## src/rtl/operand_fetch_if.sv

```systemverilog
// Operand-fetch stage signal bundle: decode request, regfile ports, writeback and execute bundle.
// The slave modport is the stage itself; master is the surrounding pipeline.
interface operand_fetch_if #(
    parameter int unsigned DATAPATH_WIDTH     = 64,
    parameter int unsigned REGFILE_ADDR_WIDTH = 5,
    parameter int unsigned CTRL_WIDTH         = 8
);
    logic                          id_valid;
    logic                          id_ready;
    logic [REGFILE_ADDR_WIDTH-1:0] id_rs1;
    logic [REGFILE_ADDR_WIDTH-1:0] id_rs2;
    logic                          id_use_rs1;
    logic                          id_use_rs2;
    logic [REGFILE_ADDR_WIDTH-1:0] id_rd;
    logic                          id_rd_wen;
    logic [CTRL_WIDTH-1:0]         id_ctrl;

    logic [REGFILE_ADDR_WIDTH-1:0] R1_addr_out;
    logic [REGFILE_ADDR_WIDTH-1:0] R2_addr_out;
    logic [DATAPATH_WIDTH-1:0]     R1_data_in;
    logic [DATAPATH_WIDTH-1:0]     R2_data_in;

    logic                          wb_valid;
    logic [REGFILE_ADDR_WIDTH-1:0] wb_addr;
    logic [DATAPATH_WIDTH-1:0]     wb_data;
    logic [REGFILE_ADDR_WIDTH-1:0] WR_addr_out;
    logic [DATAPATH_WIDTH-1:0]     WR_data_out;
    logic                          wena_out;

    logic                          ex_valid;
    logic                          ex_ready;
    logic [DATAPATH_WIDTH-1:0]     ex_op_a;
    logic [DATAPATH_WIDTH-1:0]     ex_op_b;
    logic [REGFILE_ADDR_WIDTH-1:0] ex_rd;
    logic                          ex_rd_wen;
    logic [CTRL_WIDTH-1:0]         ex_ctrl;

    modport slave (
        input  id_valid, id_rs1, id_rs2, id_use_rs1, id_use_rs2, id_rd, id_rd_wen, id_ctrl,
        input  R1_data_in, R2_data_in, wb_valid, wb_addr, wb_data, ex_ready,
        output id_ready, R1_addr_out, R2_addr_out, WR_addr_out, WR_data_out, wena_out,
        output ex_valid, ex_op_a, ex_op_b, ex_rd, ex_rd_wen, ex_ctrl
    );

    modport master (
        output id_valid, id_rs1, id_rs2, id_use_rs1, id_use_rs2, id_rd, id_rd_wen, id_ctrl,
        output R1_data_in, R2_data_in, wb_valid, wb_addr, wb_data, ex_ready,
        input  id_ready, R1_addr_out, R2_addr_out, WR_addr_out, WR_data_out, wena_out,
        input  ex_valid, ex_op_a, ex_op_b, ex_rd, ex_rd_wen, ex_ctrl
    );
endinterface

```

## src/rtl/operand_fetch.sv

```systemverilog
// Register-read/issue stage: regfile read with writeback bypass, scoreboard RAW/WAW stall,
// and a single registered operand bundle towards execute.
module operand_fetch #(
    parameter int unsigned DATAPATH_WIDTH     = 64,
    parameter int unsigned REGFILE_ADDR_WIDTH = 5,
    parameter int unsigned CTRL_WIDTH         = 8
) (
    input logic            clk,
    input logic            reset,
    operand_fetch_if.slave bus
);
    localparam int unsigned NumRegs = 2 ** REGFILE_ADDR_WIDTH;

    logic [NumRegs-1:0]            pending_q, pending_d;
    logic                          ex_valid_q, ex_valid_d;
    logic [DATAPATH_WIDTH-1:0]     ex_op_a_q, ex_op_b_q;
    logic [REGFILE_ADDR_WIDTH-1:0] ex_rd_q;
    logic                          ex_rd_wen_q;
    logic [CTRL_WIDTH-1:0]         ex_ctrl_q;

    logic                          wb_hit1, wb_hit2, wb_hit_rd;
    logic                          unres1, unres2, waw, hazard, issue;
    logic [DATAPATH_WIDTH-1:0]     op_a, op_b;

    // Regfile ports are pure passthroughs and stay live during reset.
    assign bus.R1_addr_out = bus.id_rs1;
    assign bus.R2_addr_out = bus.id_rs2;
    assign bus.WR_addr_out = bus.wb_addr;
    assign bus.WR_data_out = bus.wb_data;
    assign bus.wena_out    = bus.wb_valid;

    // The regfile write lands on the same edge as issue, so forward it here.
    assign wb_hit1   = bus.wb_valid && (bus.wb_addr == bus.id_rs1);
    assign wb_hit2   = bus.wb_valid && (bus.wb_addr == bus.id_rs2);
    assign wb_hit_rd = bus.wb_valid && (bus.wb_addr == bus.id_rd);
    assign op_a      = wb_hit1 ? bus.wb_data : bus.R1_data_in;
    assign op_b      = wb_hit2 ? bus.wb_data : bus.R2_data_in;

    assign unres1 = bus.id_use_rs1 && pending_q[bus.id_rs1] && !wb_hit1;
    assign unres2 = bus.id_use_rs2 && pending_q[bus.id_rs2] && !wb_hit2;
    assign waw    = bus.id_rd_wen && pending_q[bus.id_rd] && !wb_hit_rd;
    assign hazard = unres1 || unres2 || waw;

    assign bus.id_ready = (!ex_valid_q || bus.ex_ready) && !hazard && reset;
    assign issue        = bus.id_valid && bus.id_ready;

    always_comb begin
        pending_d = pending_q;
        if (bus.wb_valid) pending_d[bus.wb_addr] = 1'b0;
        // Applied after the clear so a same-address set wins.
        if (issue && bus.id_rd_wen) pending_d[bus.id_rd] = 1'b1;
    end

    always_comb begin
        ex_valid_d = ex_valid_q;
        if (issue) begin
            ex_valid_d = 1'b1;
        end else if (bus.ex_ready) begin
            ex_valid_d = 1'b0;
        end
    end

    always_ff @(posedge clk) begin
        if (!reset) begin
            pending_q   <= '0;
            ex_valid_q  <= 1'b0;
            ex_op_a_q   <= '0;
            ex_op_b_q   <= '0;
            ex_rd_q     <= '0;
            ex_rd_wen_q <= 1'b0;
            ex_ctrl_q   <= '0;
        end else begin
            pending_q  <= pending_d;
            ex_valid_q <= ex_valid_d;
            if (issue) begin
                ex_op_a_q   <= op_a;
                ex_op_b_q   <= op_b;
                ex_rd_q     <= bus.id_rd;
                ex_rd_wen_q <= bus.id_rd_wen;
                ex_ctrl_q   <= bus.id_ctrl;
            end
        end
    end

    assign bus.ex_valid  = ex_valid_q;
    assign bus.ex_op_a   = ex_op_a_q;
    assign bus.ex_op_b   = ex_op_b_q;
    assign bus.ex_rd     = ex_rd_q;
    assign bus.ex_rd_wen = ex_rd_wen_q;
    assign bus.ex_ctrl   = ex_ctrl_q;
endmodule

```

## src/flat_wrapper.sv

```systemverilog
// flat-port wrapper written by rule: the top's interface ports become plain ports
module operand_fetch_flat 
#(
    parameter int unsigned DATAPATH_WIDTH     = 64,
    parameter int unsigned REGFILE_ADDR_WIDTH = 5,
    parameter int unsigned CTRL_WIDTH         = 8
)
  (clk, reset, bus_id_valid, bus_id_rs1, bus_id_rs2, bus_id_use_rs1, bus_id_use_rs2, bus_id_rd, bus_id_rd_wen, bus_id_ctrl, bus_R1_data_in, bus_R2_data_in, bus_wb_valid, bus_wb_addr, bus_wb_data, bus_ex_ready, bus_id_ready, bus_R1_addr_out, bus_R2_addr_out, bus_WR_addr_out, bus_WR_data_out, bus_wena_out, bus_ex_valid, bus_ex_op_a, bus_ex_op_b, bus_ex_rd, bus_ex_rd_wen, bus_ex_ctrl);
  operand_fetch_if #(.DATAPATH_WIDTH(DATAPATH_WIDTH), .REGFILE_ADDR_WIDTH(REGFILE_ADDR_WIDTH), .CTRL_WIDTH(CTRL_WIDTH)) bus_i ();
  input logic clk;
  input logic reset;
  input wire logic [$bits(bus_i.id_valid)-1:0] bus_id_valid;
  input wire logic [$bits(bus_i.id_rs1)-1:0] bus_id_rs1;
  input wire logic [$bits(bus_i.id_rs2)-1:0] bus_id_rs2;
  input wire logic [$bits(bus_i.id_use_rs1)-1:0] bus_id_use_rs1;
  input wire logic [$bits(bus_i.id_use_rs2)-1:0] bus_id_use_rs2;
  input wire logic [$bits(bus_i.id_rd)-1:0] bus_id_rd;
  input wire logic [$bits(bus_i.id_rd_wen)-1:0] bus_id_rd_wen;
  input wire logic [$bits(bus_i.id_ctrl)-1:0] bus_id_ctrl;
  input wire logic [$bits(bus_i.R1_data_in)-1:0] bus_R1_data_in;
  input wire logic [$bits(bus_i.R2_data_in)-1:0] bus_R2_data_in;
  input wire logic [$bits(bus_i.wb_valid)-1:0] bus_wb_valid;
  input wire logic [$bits(bus_i.wb_addr)-1:0] bus_wb_addr;
  input wire logic [$bits(bus_i.wb_data)-1:0] bus_wb_data;
  input wire logic [$bits(bus_i.ex_ready)-1:0] bus_ex_ready;
  output wire logic [$bits(bus_i.id_ready)-1:0] bus_id_ready;
  output wire logic [$bits(bus_i.R1_addr_out)-1:0] bus_R1_addr_out;
  output wire logic [$bits(bus_i.R2_addr_out)-1:0] bus_R2_addr_out;
  output wire logic [$bits(bus_i.WR_addr_out)-1:0] bus_WR_addr_out;
  output wire logic [$bits(bus_i.WR_data_out)-1:0] bus_WR_data_out;
  output wire logic [$bits(bus_i.wena_out)-1:0] bus_wena_out;
  output wire logic [$bits(bus_i.ex_valid)-1:0] bus_ex_valid;
  output wire logic [$bits(bus_i.ex_op_a)-1:0] bus_ex_op_a;
  output wire logic [$bits(bus_i.ex_op_b)-1:0] bus_ex_op_b;
  output wire logic [$bits(bus_i.ex_rd)-1:0] bus_ex_rd;
  output wire logic [$bits(bus_i.ex_rd_wen)-1:0] bus_ex_rd_wen;
  output wire logic [$bits(bus_i.ex_ctrl)-1:0] bus_ex_ctrl;
  assign bus_i.id_valid = bus_id_valid;
  assign bus_i.id_rs1 = bus_id_rs1;
  assign bus_i.id_rs2 = bus_id_rs2;
  assign bus_i.id_use_rs1 = bus_id_use_rs1;
  assign bus_i.id_use_rs2 = bus_id_use_rs2;
  assign bus_i.id_rd = bus_id_rd;
  assign bus_i.id_rd_wen = bus_id_rd_wen;
  assign bus_i.id_ctrl = bus_id_ctrl;
  assign bus_i.R1_data_in = bus_R1_data_in;
  assign bus_i.R2_data_in = bus_R2_data_in;
  assign bus_i.wb_valid = bus_wb_valid;
  assign bus_i.wb_addr = bus_wb_addr;
  assign bus_i.wb_data = bus_wb_data;
  assign bus_i.ex_ready = bus_ex_ready;
  assign bus_id_ready = bus_i.id_ready;
  assign bus_R1_addr_out = bus_i.R1_addr_out;
  assign bus_R2_addr_out = bus_i.R2_addr_out;
  assign bus_WR_addr_out = bus_i.WR_addr_out;
  assign bus_WR_data_out = bus_i.WR_data_out;
  assign bus_wena_out = bus_i.wena_out;
  assign bus_ex_valid = bus_i.ex_valid;
  assign bus_ex_op_a = bus_i.ex_op_a;
  assign bus_ex_op_b = bus_i.ex_op_b;
  assign bus_ex_rd = bus_i.ex_rd;
  assign bus_ex_rd_wen = bus_i.ex_rd_wen;
  assign bus_ex_ctrl = bus_i.ex_ctrl;
  operand_fetch #(.DATAPATH_WIDTH(DATAPATH_WIDTH), .REGFILE_ADDR_WIDTH(REGFILE_ADDR_WIDTH), .CTRL_WIDTH(CTRL_WIDTH)) u_core (.clk(clk), .reset(reset), .bus(bus_i));
endmodule
```

## config.mk

```make
export PLATFORM = sky130hd
export DESIGN_NAME = operand_fetch_flat
export DESIGN_NICKNAME = d
export VERILOG_FILES = /design/src/rtl/operand_fetch_if.sv /design/src/rtl/operand_fetch.sv /design/src/flat_wrapper.sv
export SDC_FILE = /design/constraint.sdc
export NUM_CORES = 1
export LEC_CHECK = 0
export CORE_AREA = 2 2 177 179
export DETAILED_ROUTE_END_ITERATION = 16
export DIE_AREA = 0 0 179 181
export SLEW_MARGIN = 20
export SYNTH_ARGS = -nofsm -noshare
export SYNTH_HDL_FRONTEND = slang
export SYNTH_SLANG_ARGS = --single-unit
```

## constraint.sdc

```tcl
create_clock -name clk -period 6.75 [get_ports clk]
set_input_delay 1.35 -clock clk [delete_from_list [all_inputs] [get_ports clk]]
set_output_delay 1.35 -clock clk [all_outputs]
set_load 0.03 [all_outputs]
```

Word-level counts from Yosys, hierarchy flattened. Index checks and enable logic that the tools add are counted.

Logic and storage cells: 59. Bits in registers: 175. Output and inout port bits: 224. Input port bits: 228.

Eq/ne operators: 3. Magnitude comparators: 6. Bitwise logic cells: 3. Mux-type cells: 16. Reductions and logical operators: 24.

Operators with widths (number): $mux 64 (2); $mux 32 (2); $and 32x32->32 (1); $not 32->32 (1); $or 32x32->32 (1); $lt 5x6->1 const B (4); $bmux 1 s5 (3); $eq 5x5->1 (3); $logic_and 1x1->1 (15); $demux 1 s5 (2); $ge 5x1->1 const B (2); $mux 1 (7); $logic_not 1->1 (5); $logic_or 1x1->1 (3); $reduce_bool 2->1 (1).

Depth between registers and ports, before layout.
Word-level depth: 12. Depth in mapped cells: 11. Gate-level depth less buffers: 7.

Worst setup path before layout. Ideal clock, no wire load.

Path type: input to output. From: in bus_id_rd[1]. To: out bus_id_ready. Stages on the path: 8. Required time: 5.400 ns. Arrival: 2.995 ns. Setup slack: 2.405 ns. Buffers on the path: 2. Cells stage by stage: buf_2 -> buf_2 -> mux2i_1 -> o22ai_1 -> nor4_1 -> nand2_1 -> a41oi_2 -> and2_1.

Cells in the longest elaborated chain, start to end: 8. Elaborated cells between the ends (all ways): 11. Classes of those cells: 1 x eq/ne; 2 x mux; 8 x reduce/logical.

Ends and longest elaborated chain: start, declared (RTL line flat_wrapper.sv:17) `input wire logic [$bits(bus_i.id_rd)-1:0] bus_id_rd;`; $bmux 1 s5 / $eq 5x5->1 (equally long branches) (RTL line operand_fetch.sv:41, operand_fetch.sv:35); $mux 1 (implied by the code) / $logic_and 1x1->1 (equally long branches) (RTL line operand_fetch.sv:41, operand_fetch.sv:35); $logic_and 1x1->1 / $logic_not 1->1 (equally long branches) (RTL line operand_fetch.sv:41) `assign waw = bus.id_rd_wen && pending_q[bus.id_rd] && !wb_hit_rd;`; $logic_and 1x1->1 (*) (RTL line operand_fetch.sv:41); $logic_or 1x1->1 (*) (RTL line operand_fetch.sv:42) `assign hazard = unres1 || unres2 || waw;`; $logic_not 1->1 (*) (RTL line operand_fetch.sv:44) `assign bus.id_ready = (!ex_valid_q || bus.ex_ready) && !hazard && reset;`; $logic_and 1x1->1 (*) (2 in a row) (RTL line operand_fetch.sv:44); end, declared (RTL line flat_wrapper.sv:26) `output wire logic [$bits(bus_i.id_ready)-1:0] bus_id_ready;`.

Mark *: on every way between the ends. The rest lies on a longest branch, timed or not. The select of a mux whose other input is x is not followed.

Final worst setup path. Ends and elaborated chain as after synthesis.

==> PnR_summary.wiki <==
{| class="wikitable"
! Metric !! Value
|-
| Proportion of total power due to net switching || 32.8%
|-
| Vert. Die Dim || 181 um
|-
| Deepest level of the CTS H-tree || 4
|-
| Number of antenna violations at the first check in global routing || 0
|-
| Async set-or-reset flop fraction in the synthesized netlist || 0%
|-
| Combinational group share of total power || 26.7%
|-
| Fin Clk Skew || 0.0189 ns
|-
| Post-layout instance area || 14,200 um^2
|-
| Cell-internal power || 1.96 mW
|-
| Ratio of total power to cell area || 205 nW/um^2
|-
| Type of element launching the critical path || input port
|-
| Instance area after placement || 13,600 um^2
|-
| Weighted congestion reported at the end of routability-driven placement || 0.847
|-
| Setup crit end || bus_id_ready
|-
| I/O Buffers || 451
|-
| Number of top-level pins || 452
|-
| Pre-Repair DR Iteration Count || 5
|-
| Placeable Area || 30,300 um^2
|-
| Clock root buffer master || clkbuf_16
|-
| Post-DP HPWL || 26,600 um
|-
| Max-slew violation total from the final report || 0
|-
| Capturing element type of the critical path || primary output
|-
| RR Startpoint || u_core.pending_q[22]
|-
| Shortest clock period the worst path allows after layout || 5.86 ns
|-
| Cell Area, Synth || 9480 um^2
|-
| Total vias in the final route || 8,212
|-
| Final design utilization || 46.8%
|-
| Die outline area || 32,400 um^2
|-
| Number of warnings reported in the yosys synthesis log || 0
|-
| Share of power burned in registers || 39.0%
|-
| Clock latency reported for the late side of the worst-skew pair || 0.43 ns
|-
| Arrival time at the worst endpoint || 4.51 ns
|-
| Largest net degree at the start of global routing || 121
|-
| Peak supply drop || 0.156 mV
|-
| Unrepaired setup endpoints after global routing || false
|-
| Leak pwr || 5.70 nW
|-
| Cell variety after synth || 36
|-
| CTS hold repair buffers || 0
|-
| DRT iter0 DRCs || 475
|-
| # setup viols final || 0
|-
| CP cell instances || clkdlybuf4s50_1 -> mux2i_1 -> o22ai_1 -> nor4_1 -> nand2_1 -> a41oi_2 -> and2_1 -> clkdlybuf4s50_1
|-
| Number of standard-cell rows in the floorplan || 64
|-
| Clock Sink Count || 175
|-
| Vias per cell || 4.90
|-
| First-pass GRT wire length || 52,300 um
|-
| Post-Synthesis Mean Instance Area || 10.0 um^2
|-
| Proportion of layout cells with a drive suffix above 1 || 5.70%
|-
| Grt total ovfl || 0
|-
| Count of inserted antenna diode cells || 0
|-
| Total track usage || 21.4%
|-
| Syn Nets || 1,175
|-
| R2r endpoint || u_core.bus.ex_op_a[8]
|-
| Post-route clock period utilization || 86.9%
|-
| Largest buffer count on any clock path || 2
|-
| Width of the die || 179 um
|-
| Gates resized, CTS repair || 0
|-
| P_sw || 0.957 mW
|-
| Highest achievable clock rate || 0.171 GHz
|-
| Flop and latch count out of synthesis || 175
|-
| Hold Path Class || register to register
|-
| Origin of the worst setup path || bus_id_rd[1]
|-
| Average routed wire per standard cell || 21.3 um
|-
| Maximum capacitance violations || 0
|-
| Final count of hold timing violations || 0
|-
| Crit Path Class || input port to primary output
|-
| Number of global-route vias before repair || 8,300
|-
| Post-Synthesis Cells || 947
|-
| Most used flip-flop cell after synthesis || dfxtp_1
|-
| Residual antenna-violating net count after detailed routing || 0
|-
| Syn-to-layout area delta || 49.7%
|-
| Run status || completed
|-
| TritonCTS clock tree || yes
|-
| DRC || 0
|-
| Number of enable-type register cells in the synthesized netlist || 0
|-
| Normalized max-slew margin || 26.8%
|-
| Total CTS buffers || 17
|-
| Delay of the slowest cell on the worst path || 1.19 ns
|-
| Crit-path most repeated cell || clkdlybuf4s50_1
|-
| Clock power share || 34.3%
|-
| Proportion of synthesized chip area in sequential cells || 36.9%
|-
| Slowest-stage cell, CP || clkdlybuf4s50_1
|-
| Post-CTS clock slew at the launch and capture registers of the worst setup and hold paths || 0.07 ns
|-
| Post-CTS Setup Repair Bufs || 0
|-
| Setup slack of the worst register-to-register path || 4.06 ns
|-
| Initial Util || 31.2%
|-
| Sum of routed wire length over all layers || 35,600 um
|-
| Fin nets || 1,495
|-
| Number of cells on the worst reg-to-reg path || 8
|-
| Worst Tran Pin Value || 1.10 ns
|-
| Required time of the critical path || 5.40 ns
|-
| Setup TNS Final || 0 ns
|-
| Biggest fanout along the worst timing path || 19
|}
[per-layer routing]
layer	GRT usage (%)	wire length (um)	share of wire [%]	vias to the layer above
met5	0	0	0	-
met4	5.53	680	1.9	0
met2	37.2	17600	49	358
met3	5.09	2710	7.6	41
li1	-	-	-	3940
met1	26.3	14700	41	3873
[cell families after synthesis]
kind of cell,count (synthesis),synth area share [%]
AND/OR/NAND/NOR,186,8.55
AO/OA/AOI/OAI,83,7.27
buffers and inverters,176,11.0
multiplexers,312,34.8
XOR/XNOR,15,1.39
flip-flops,175,36.9
[sequential cells by signal (all words and copies together), names as in the netlist]
signal and cells:
u_core.pending_q 32, u_core.bus.ex_op_a 64, u_core.bus.ex_valid 1, u_core.bus.ex_rd_wen 1, u_core.bus.ex_ctrl 8, u_core.bus.ex_rd 5, u_core.bus.ex_op_b 64
[placed cells by master (no fill, tap or decap), drive strengths merged, types with 6 or more instances in the layout]
cell             n
clkdlybuf4s50  450
mux2i          295
dfxtp          175
nand2          147
o211ai          32
o41ai           30
inv             23
clkbuf          18
mux4            14
xor2            12
buf             11
o22ai            9
nand3b           8
nand3            8
or3b             6
[how the worst min path moves through the flow]
stage                           start                      to  slack, ns  depth (start not counted)
2_1_floorplan    u_core.pending_q[10]    u_core.pending_q[10]       0.50                          2
3_3_place_gp    u_core.bus.ex_ctrl[4]   u_core.bus.ex_ctrl[4]       0.44                          2
3_5_place_dp   u_core.bus.ex_op_b[20]  u_core.bus.ex_op_b[20]       0.45                          2
4_1_cts        u_core.bus.ex_op_b[34]  u_core.bus.ex_op_b[34]       0.46                          2
5_1_grt        u_core.bus.ex_op_b[39]  u_core.bus.ex_op_b[39]       0.48                          2
6_report       u_core.bus.ex_op_a[48]  u_core.bus.ex_op_a[48]       0.46                          2
[area by class of cell]
cell class | instances | area [um^2]
Fill cell | 2884 | 16200
Multi-Input combinational cell | 596 | 4950
Timing Repair Buffer | 461 | 4600
Sequential cell | 175 | 3500
Tap cell | 396 | 495
Clock buffer | 18 | 429
Clock inverter | 14 | 149
Inverter | 16 | 60.1
[cells in the mapped netlist, drive strengths merged, types with 8 or more instances]
master	number	area, um^2
o211ai	32	240
o41ai	30	300
nand3	8	45.0
dfxtp	175	3500
nand3b	8	60.1
mux4	14	315
o22ai	9	56.3
xor2	12	105
mux2i	295	2950
buf	116	820
clkbuf	44	165
nand2	147	552
inv	15	56.3
[power groups by stage]
| stage | clock network (mW) | registers [mW] | logic [mW] |
|---|---|---|---|
| after floorplan | 0 | 1.29 | 0.285 |
| after global placement | 0 | 1.16 | 0.781 |
| after detailed placement | 0 | 1.16 | 0.782 |
| after CTS | 1.03 | 1.14 | 0.785 |
| after global routing | 1.07 | 1.15 | 0.819 |
| final | 0.999 | 1.14 | 0.778 |
[metrics by stage]
stage | hold WS (ns) | std cells | power, mW | worst slack, ns
after floorplan | 0.497 | 947 | 1.58 | 2.40
after global placement | 0.445 | 1644 | 1.94 | 0.918
after detailed placement | 0.452 | 1644 | 1.94 | 0.893
after CTS | 0.461 | 1676 | 2.95 | 0.894
after global routing | 0.479 | 1676 | 3.04 | 0.725
final | 0.459 | 1676 | 2.92 | 0.887
[worst max-delay path, delay by kind of cell]
kind | cells | cell delay, ns
compound gates | 2 | 0.44
buf+inv | 2 | 1.86
mux | 1 | 0.28
simple gates | 3 | 0.56
Note: power is estimated with default switching activity, not from simulation.
==> patch, RTL diff (same settings) <==
Make the reset (`reset`) asynchronous in one clocked block.
--- a/src/rtl/operand_fetch.sv
+++ b/src/rtl/operand_fetch.sv
@@ -62,3 +62,3 @@
 
-    always_ff @(posedge clk) begin
+    always_ff @(posedge clk or negedge reset) begin
         if (!reset) begin
Behaviour: differs if reset is asserted again (counterexample within 4 cycles, from zero or initial values and one cycle with reset low); with reset held inactive, the same outputs for 4 cycles.
==> patch against the unedited design <==
  * Setup slack lost 0.12 ns
  * Sequential cell count unchanged
  * Cell count decreased by 9.2%
  * Core utilization grew 1.7 points
  * Wire length fell by 2.6%
  * Register-to-register slack got worse by 0.21 ns
  * Synthesized area is 5.0% higher
  * Critical endpoint unchanged
  * Cell area rose by 3.7%
Power is not compared: it rests on default switching activity, and its combinational part moved more than twofold at a synthesized area within 25%.
==> patch: results (changes against the unedited design) <==
* Worst reg2reg path startpoint: u_core.pending_q[20]$_DFF_PN0_
* Post-synthesis cell type count at 34 (-5.6%)
* WL met2 at 17100 um (-2.5%)
* Number of antenna violations at the first check in global routing at 1 (+1)
* Overall routed net length at 34700 um (-2.6%)
* Async SR Flop Fraction at 1.00 (+1.00)
* Wire length of the first global-routing pass at 51400 um (-1.7%)
* GPL Wtd Cong at 0.856 (+1.0%)
* Largest net degree at the start of global routing at 72 (-40%)
* Met3 WL at 3040 um (+12%)
* Hold depth at 1 (-1)
* Syn Area/Cell at 12.9 um2 (+29%)
* Layout Skew at 0.0162 ns (-0.00271 ns)
* Top post-synthesis cells by area: dfrtp_1, mux2_2, mux2_1, buf_4, mux4_2
* Worst Tran Pin Value at 1.06 ns (-0.0338 ns)
* R2r setup slk at 3.85 ns (-0.21 ns)
* Starting DRC count in detailed routing at 354 (-25%)
* Reg-to-reg endpoint: u_core.bus.ex_op_b[58]$_DFFE_PN0P_
* Hold_sp: u_core.bus.ex_op_b[59]$_DFFE_PN0P_
* Status: complete, no violations
* M1 wire length at 14000 um (-4.3%)
* Placed insts at 1488 (-9.5%)
* Number of global-route vias before repair at 8028 (-3.3%)
* CP peak stage delay at 1.17 ns (-0.02 ns)
* Hold slack final at 0.488 ns (+0.0291 ns)
* GRT Util Overall at 0.213 (-0.000872)
* Worst Path Max Fanout at 18 (-1)
* HPWL after DPL at 25900 um (-2.6%)
* Sequential-to-total area share from yosys stat at 0.440 (+0.0703)
## patch: worst max-delay path by stage
stage,from,to
after floorplan,bus_id_rd[1],bus_id_ready
after CTS,bus_id_rd[1],bus_id_ready
after detailed placement,bus_id_rd[1],bus_id_ready
final,bus_id_rd[1],bus_id_ready
after global placement,bus_id_rd[1],bus_id_ready
after global routing,bus_id_rd[1],bus_id_ready
## patch: routing by layer
metal / track usage / vias to the layer above
met5: 0 / -
met4: 0.0501 / 0
met3: 0.0661 / 25
met2: 0.365 / 343
met1: 0.260 / 3718
li1: - / 3420
## patch: cells by family after synthesis
logic type | Yosys count | share of synthesized area
mux | 313 | 0.370
xor+xnor | 15 | 0.0132
simple gates | 44 | 0.0280
buf+inv | 140 | 0.0964
flops | 175 | 0.440
compound gates | 82 | 0.0524
## patch: area by class of cell
class                           instances  area, um2
Fill cell                            2761      15600
Multi-Input combinational cell        454       4640
Timing Repair Buffer                  461       4590
Sequential cell                       175       4380
Tap cell                              396        495
Clock buffer                           17        425
Clock inverter                         15        183
Inverter                                2       7.51
Antenna cell                            1       2.50
## patch: power breakdown
group,internal [mW],switching (mW),leakage [nW]
combinational,0.741,0.856,3.41
clock,0.589,0.453,0.299
sequential,1.28,0.138,2.12
## patch: worst register-to-register path, cell delays in order, from the launching register on
cell,delay (ns)
dfrtp_1,0.45
mux4_2,0.26
o22ai_1,0.07
o221ai_1,0.27
o21ai_0,0.13
o31a_1,0.30
nand3_4,0.12
buf_4,0.73
mux2_1,0.45
## patch: metrics by stage
| stage | cell area (um2) | worst slack [ns] |
|---|---|---|
| finish | 14700 | 0.767 |
| detailed placement | 14100 | 0.825 |
| global route | 14700 | 0.531 |
| floorplan | 9960 | 2.50 |
| CTS | 14700 | 0.808 |
| global placement | 14100 | 0.879 |
